===== src/rtl/fir_chan_sched.sv =====
// Channel scheduler for a shared, time-multiplexed FIR MAC engine: writes one beat
// into the per-channel delay lines and runs one compute job per channel every DECIM beats.
//
//  state | meaning
//  IDLE  | ready for the next input beat
//  WRITE | streaming the latched beat into the engine, one channel per cycle
//  START | one-cycle start pulse for the job on r_ch
//  WAIT  | waiting for the engine to finish the job on r_ch
module fir_chan_sched #(
  parameter  int CHANNELS   = 16,
  parameter  int DATA_WIDTH = 16,
  parameter  int DECIM      = 8,
  localparam int CH_W       = $clog2(CHANNELS),
  localparam int PH_W       = $clog2(DECIM)
) (
  input  logic                           i_clk,
  input  logic                           i_nrst,
  input  logic                           i_s_tvalid,
  output logic                           o_s_tready,
  input  logic [CHANNELS*DATA_WIDTH-1:0] i_s_tdata,
  input  logic                           i_phase_clr,
  output logic                           o_eng_wr_en,
  output logic [CH_W-1:0]                o_eng_wr_ch,
  output logic [DATA_WIDTH-1:0]          o_eng_wr_data,
  output logic                           o_eng_start,
  output logic [CH_W-1:0]                o_eng_ch,
  input  logic                           i_eng_done,
  output logic [PH_W-1:0]                o_phase,
  output logic                           o_err_spurious
);

  typedef enum logic [1:0] {
    S_IDLE  = 2'd0,
    S_WRITE = 2'd1,
    S_START = 2'd2,
    S_WAIT  = 2'd3
  } state_t;

  localparam logic [CH_W-1:0] LAST_CH = CH_W'(CHANNELS - 1);
  localparam logic [PH_W-1:0] LAST_PH = PH_W'(DECIM - 1);

  state_t                r_state;
  state_t                w_next;
  logic [CH_W-1:0]       r_ch;
  logic [PH_W-1:0]       r_phase;
  logic                  r_tready;
  logic                  r_err;
  logic [DATA_WIDTH-1:0] r_buf [CHANNELS];
  logic                  w_accept;
  logic                  w_last_ch;

  always_comb begin
    w_accept  = (r_state == S_IDLE) && i_s_tvalid && r_tready;
    w_last_ch = (r_ch == LAST_CH);
    w_next    = r_state;
    case (r_state)
      S_IDLE:  if (w_accept) w_next = S_WRITE;
      S_WRITE: if (w_last_ch) w_next = (r_phase == LAST_PH) ? S_START : S_IDLE;
      S_START: w_next = S_WAIT;
      S_WAIT:  if (i_eng_done) w_next = w_last_ch ? S_IDLE : S_START;
      default: w_next = S_IDLE;
    endcase
  end

  always_ff @(posedge i_clk or negedge i_nrst) begin
    if (!i_nrst) begin
      r_state  <= S_IDLE;
      r_ch     <= '0;
      r_phase  <= '0;
      r_tready <= 1'b0;
      r_err    <= 1'b0;
      for (int k = 0; k < CHANNELS; k++) r_buf[k] <= '0;
    end else begin
      r_state  <= w_next;
      // Registered ready: asserted exactly when the FSM will be in IDLE next cycle.
      r_tready <= (w_next == S_IDLE);
      if (i_eng_done && (r_state != S_WAIT)) r_err <= 1'b1;
      case (r_state)
        S_IDLE: begin
          if (i_phase_clr) r_phase <= '0;
          if (w_accept) begin
            r_ch <= '0;
            for (int k = 0; k < CHANNELS; k++)
              r_buf[k] <= i_s_tdata[k*DATA_WIDTH +: DATA_WIDTH];
          end
        end
        S_WRITE: begin
          if (w_last_ch) begin
            r_ch    <= '0;
            r_phase <= (r_phase == LAST_PH) ? '0 : r_phase + PH_W'(1);
          end else begin
            r_ch <= r_ch + CH_W'(1);
          end
        end
        S_WAIT: begin
          if (i_eng_done) r_ch <= w_last_ch ? '0 : r_ch + CH_W'(1);
        end
        default: ;
      endcase
    end
  end

  assign o_s_tready     = r_tready;
  assign o_eng_wr_en    = (r_state == S_WRITE);
  assign o_eng_wr_ch    = r_ch;
  assign o_eng_wr_data  = r_buf[r_ch];
  assign o_eng_start    = (r_state == S_START);
  assign o_eng_ch       = r_ch;
  assign o_phase        = r_phase;
  assign o_err_spurious = r_err;

endmodule

===== config.mk =====
export PLATFORM = sky130hd
export DESIGN_NAME = fir_chan_sched
export DESIGN_NICKNAME = d
export VERILOG_FILES = /design/src/rtl/fir_chan_sched.sv
export SDC_FILE = /design/constraint.sdc
export NUM_CORES = 1
export LEC_CHECK = 0
export CAP_MARGIN = 10
export CORE_MARGIN = 3
export CORE_UTILIZATION = 45
export CTS_BUF_LIST = sky130_fd_sc_hd__clkbuf_8
export DETAILED_ROUTE_END_ITERATION = 16
export HOLD_SLACK_MARGIN = 0.03
export PLACE_DENSITY = 0.83
export SETUP_SLACK_MARGIN = 0.3
export SYNTH_ARGS = -nofsm -noshare
export SYNTH_HDL_FRONTEND = slang
export SYNTH_SLANG_ARGS = --single-unit

===== constraint.sdc =====
create_clock -name i_clk -period 3.4 [get_ports i_clk]
set_input_delay 0.34 -clock i_clk [delete_from_list [all_inputs] [get_ports i_clk]]
set_output_delay 0.34 -clock i_clk [all_outputs]
set_load 0.05 [all_outputs]

==> results.cfg <==
[run_status]
status = completed

[clocking]
worstSkewPairLatency_ns = 0.54
cts-root-buf = clkbuf_8
clk_path_buf_depth = 3
cts_tree = built
cts_max_level = 2
cts-buffers-inserted = 45
clkTransAtPathRegs_ns = 0.06
cts_sinks = 267

[setup_path]
startpoint_type = flip-flop
cp_slowest_stage_delay_ns = 0.78
worstPathRequired_ns = 3.06
crit_chain = clkinv_1 -> a221oi_1 -> o21ai_0 -> nand2_1 -> buf_12
slowest_stage = a221oi_1
crit_path_end_kind = output pin
criticalPathCategory = reg -> out
arrival_ns = 2.67
r2r_start = o_eng_ch[1]
worstPathMaxFanout = 18
critPathLaunch = o_eng_ch[3]

[placement]
place.gp.congestion = 0.780
hpwlAfterDp_um = 24000
numPortBuffers = 291

[power_and_ir_drop]
vdd_drop_max_mv = 0.367
powerDensity_nw_per_um2 = 610
p_leak_nw = 7.69

[sta]
hold_viol = 0
min_period_over_period = 0.884
setup_viol = 0
slew_violations = 0
fin_crit_ns = 3.01
rsz0062_at_grt = yes
worst_pin_slew_ns = 0.894
hold_ws_ns = 0.361
max-slew-margin-rel = 0.401
final.setup.tns_ns = 0
skew_ns = 0.0243
fmaxAchievable_ghz = 0.333

[route]
post_drt_wl_per_cell_um = 22.8
via_per_inst = 5.49
drc = 0
ant_nets = 0
dr.pass1.iters = 4
wl_um = 33600
drt_iter0_drc = 503
vias = 8081

[yosys]
synth-edff-count = 0
synthCells = 809
synth_nets = 1073
yosys_warnings = 0
ys_types = 33
synth_area_leaders = dfrtp_1 (55%), mux2_2 (24%), mux4_2 (5.9%), mux2i_1 (5.2%), a221oi_1 (2.3%)
yosys_most_used_dff = dfrtp_1
synth.most_common_cell = dfrtp_1
synth_common_cells = dfrtp_1 (267), mux2_2 (256), mux2i_1 (64), a221oi_1 (32), mux4_2 (32)
syn_area_um2 = 12200
ys_seq_area_frac = 0.547
synth.largest_area_cell = dfrtp_1
netlist.area_leader.share = 0.547
async_flop_share = 1.00
synth.avg_cell_area_um2 = 15.1
ys_ff_latch = 267

[job]
maxCapViolCount = 0

[global_route]
grt_pass1_wl_um = 49800
grt_pass1_vias = 8732
track_usage = 0.224
antenna_found_initial = 4
grt_max_degree = 115
gr-usage-met2 = 0.366
met3_usage = 0.0647
global_route.peak_usage_layer = met2
grt_use_met1 = 0.291
grt-ovfl-total = 0

[finish]
fin_nets = 1371
n_fill_cell = 1966
drive_gt1_frac = 0.349
syn_to_final_growth_pct = 34.5

[floorplanning]
die_y_um = 171
pin_count = 292
floorplan.die_area_um2 = 29100
row_count = 59
die_x_um = 171
start_util = 0.463
core-area_um2 = 26400

[hold_path]
min_path_type = in -> async
-- worst max-delay path, delay by kind of cell (launching register included) --
kind | cells | cell delay (ns)
buf+inv | 2 | 0.70
simple gates | 1 | 0.14
compound gates | 2 | 0.94
flops | 1 | 0.35
-- through the flow --
stage | util | std cells | instance area [um2] | worst slack (ns) | power [mW]
5_1_grt | 0.623 | 1469 | 16400 | 0.245 | 10.5
3_5_place_dp | 0.588 | 1388 | 15500 | 0.881 | 7.39
3_3_place_gp | 0.588 | 1388 | 15500 | 0.916 | 7.35
2_1_floorplan | - | 809 | 12200 | 1.03 | 5.79
6_report | 0.623 | 1471 | 16400 | 0.393 | 10.0
4_1_cts | 0.619 | 1461 | 16300 | 0.322 | 9.99
-- flip-flops by register name, summed over array words and instances (netlist names) --
signal and count:
r_buf 256, o_eng_ch 4, o_phase 3, r_state 2, o_err_spurious 1, o_s_tready 1
-- power by group --
group	internal, mW	switching, mW
Combinational	1.75	2.16
Sequential	3.36	0.179
Clock	1.35	1.21
-- final cells by class --
type                    instances  area, um2  area share
flip-flops and latches        267       6690       0.407
multi-input cells             480       5170       0.315
repair buffers                311       3340       0.203
clock buffers                  51        702      0.0428
well taps                     335        419      0.0255
clock inverters                21       87.6     0.00533
diodes                          4       10.0    0.000610
inverters                       2       7.51    0.000457
-- metal layers --
layer | vias up | part of all wire
li1 | 3626 | -
met1 | 4116 | 0.40
met2 | 281 | 0.49
met3 | 54 | 0.086
met4 | 4 | 0.023
met5 | - | 0.00080
-- timing repair --
item,in CTS,in global routing
setup endpoints to repair,3,16
gates resized for setup,3,6
pin swaps,0,1
hold buffers,1,0
endpoints found under the hold margin,74,0
gates cloned,0,2
setup buffers,0,4
-- cell families after synthesis --
| kind of cell | synth area share |
|---|---|
| buffers and inverters | 0.0359 |
| AOI/OAI and AO/OA | 0.0511 |
| and+or+nand+nor | 0.0149 |
| muxes | 0.348 |
| adders and majority gates | 0.00308 |
| DFF | 0.547 |
-- final timing paths --
path	depth (start not counted)	end	slack (ns)
setup / recovery	5	o_eng_wr_data[1]	0.39
hold / removal	2	r_buf[159]	0.36
setup reg to reg	5	o_phase[0]	1.24
hold reg to reg	1	o_err_spurious	0.47
max in group asynchronous	3	r_buf[56]	2.20
min in group i_clk	2	r_buf[110]	0.41
-- cell usage in the layout, fill, tap and decap left out, drive strengths merged, types with 21 or more instances in the layout --
cell type      Yosys  final
mux2             256    256
dfrtp            267    267
clkdlybuf4s50      0    274
mux4              32     32
clkbuf             9     51
mux2i             64     64
buf               53     36
a221oi            32     32
o21ai             21     21
nand2             25     25
No activity file was read; power rests on OpenSTA's default activity.
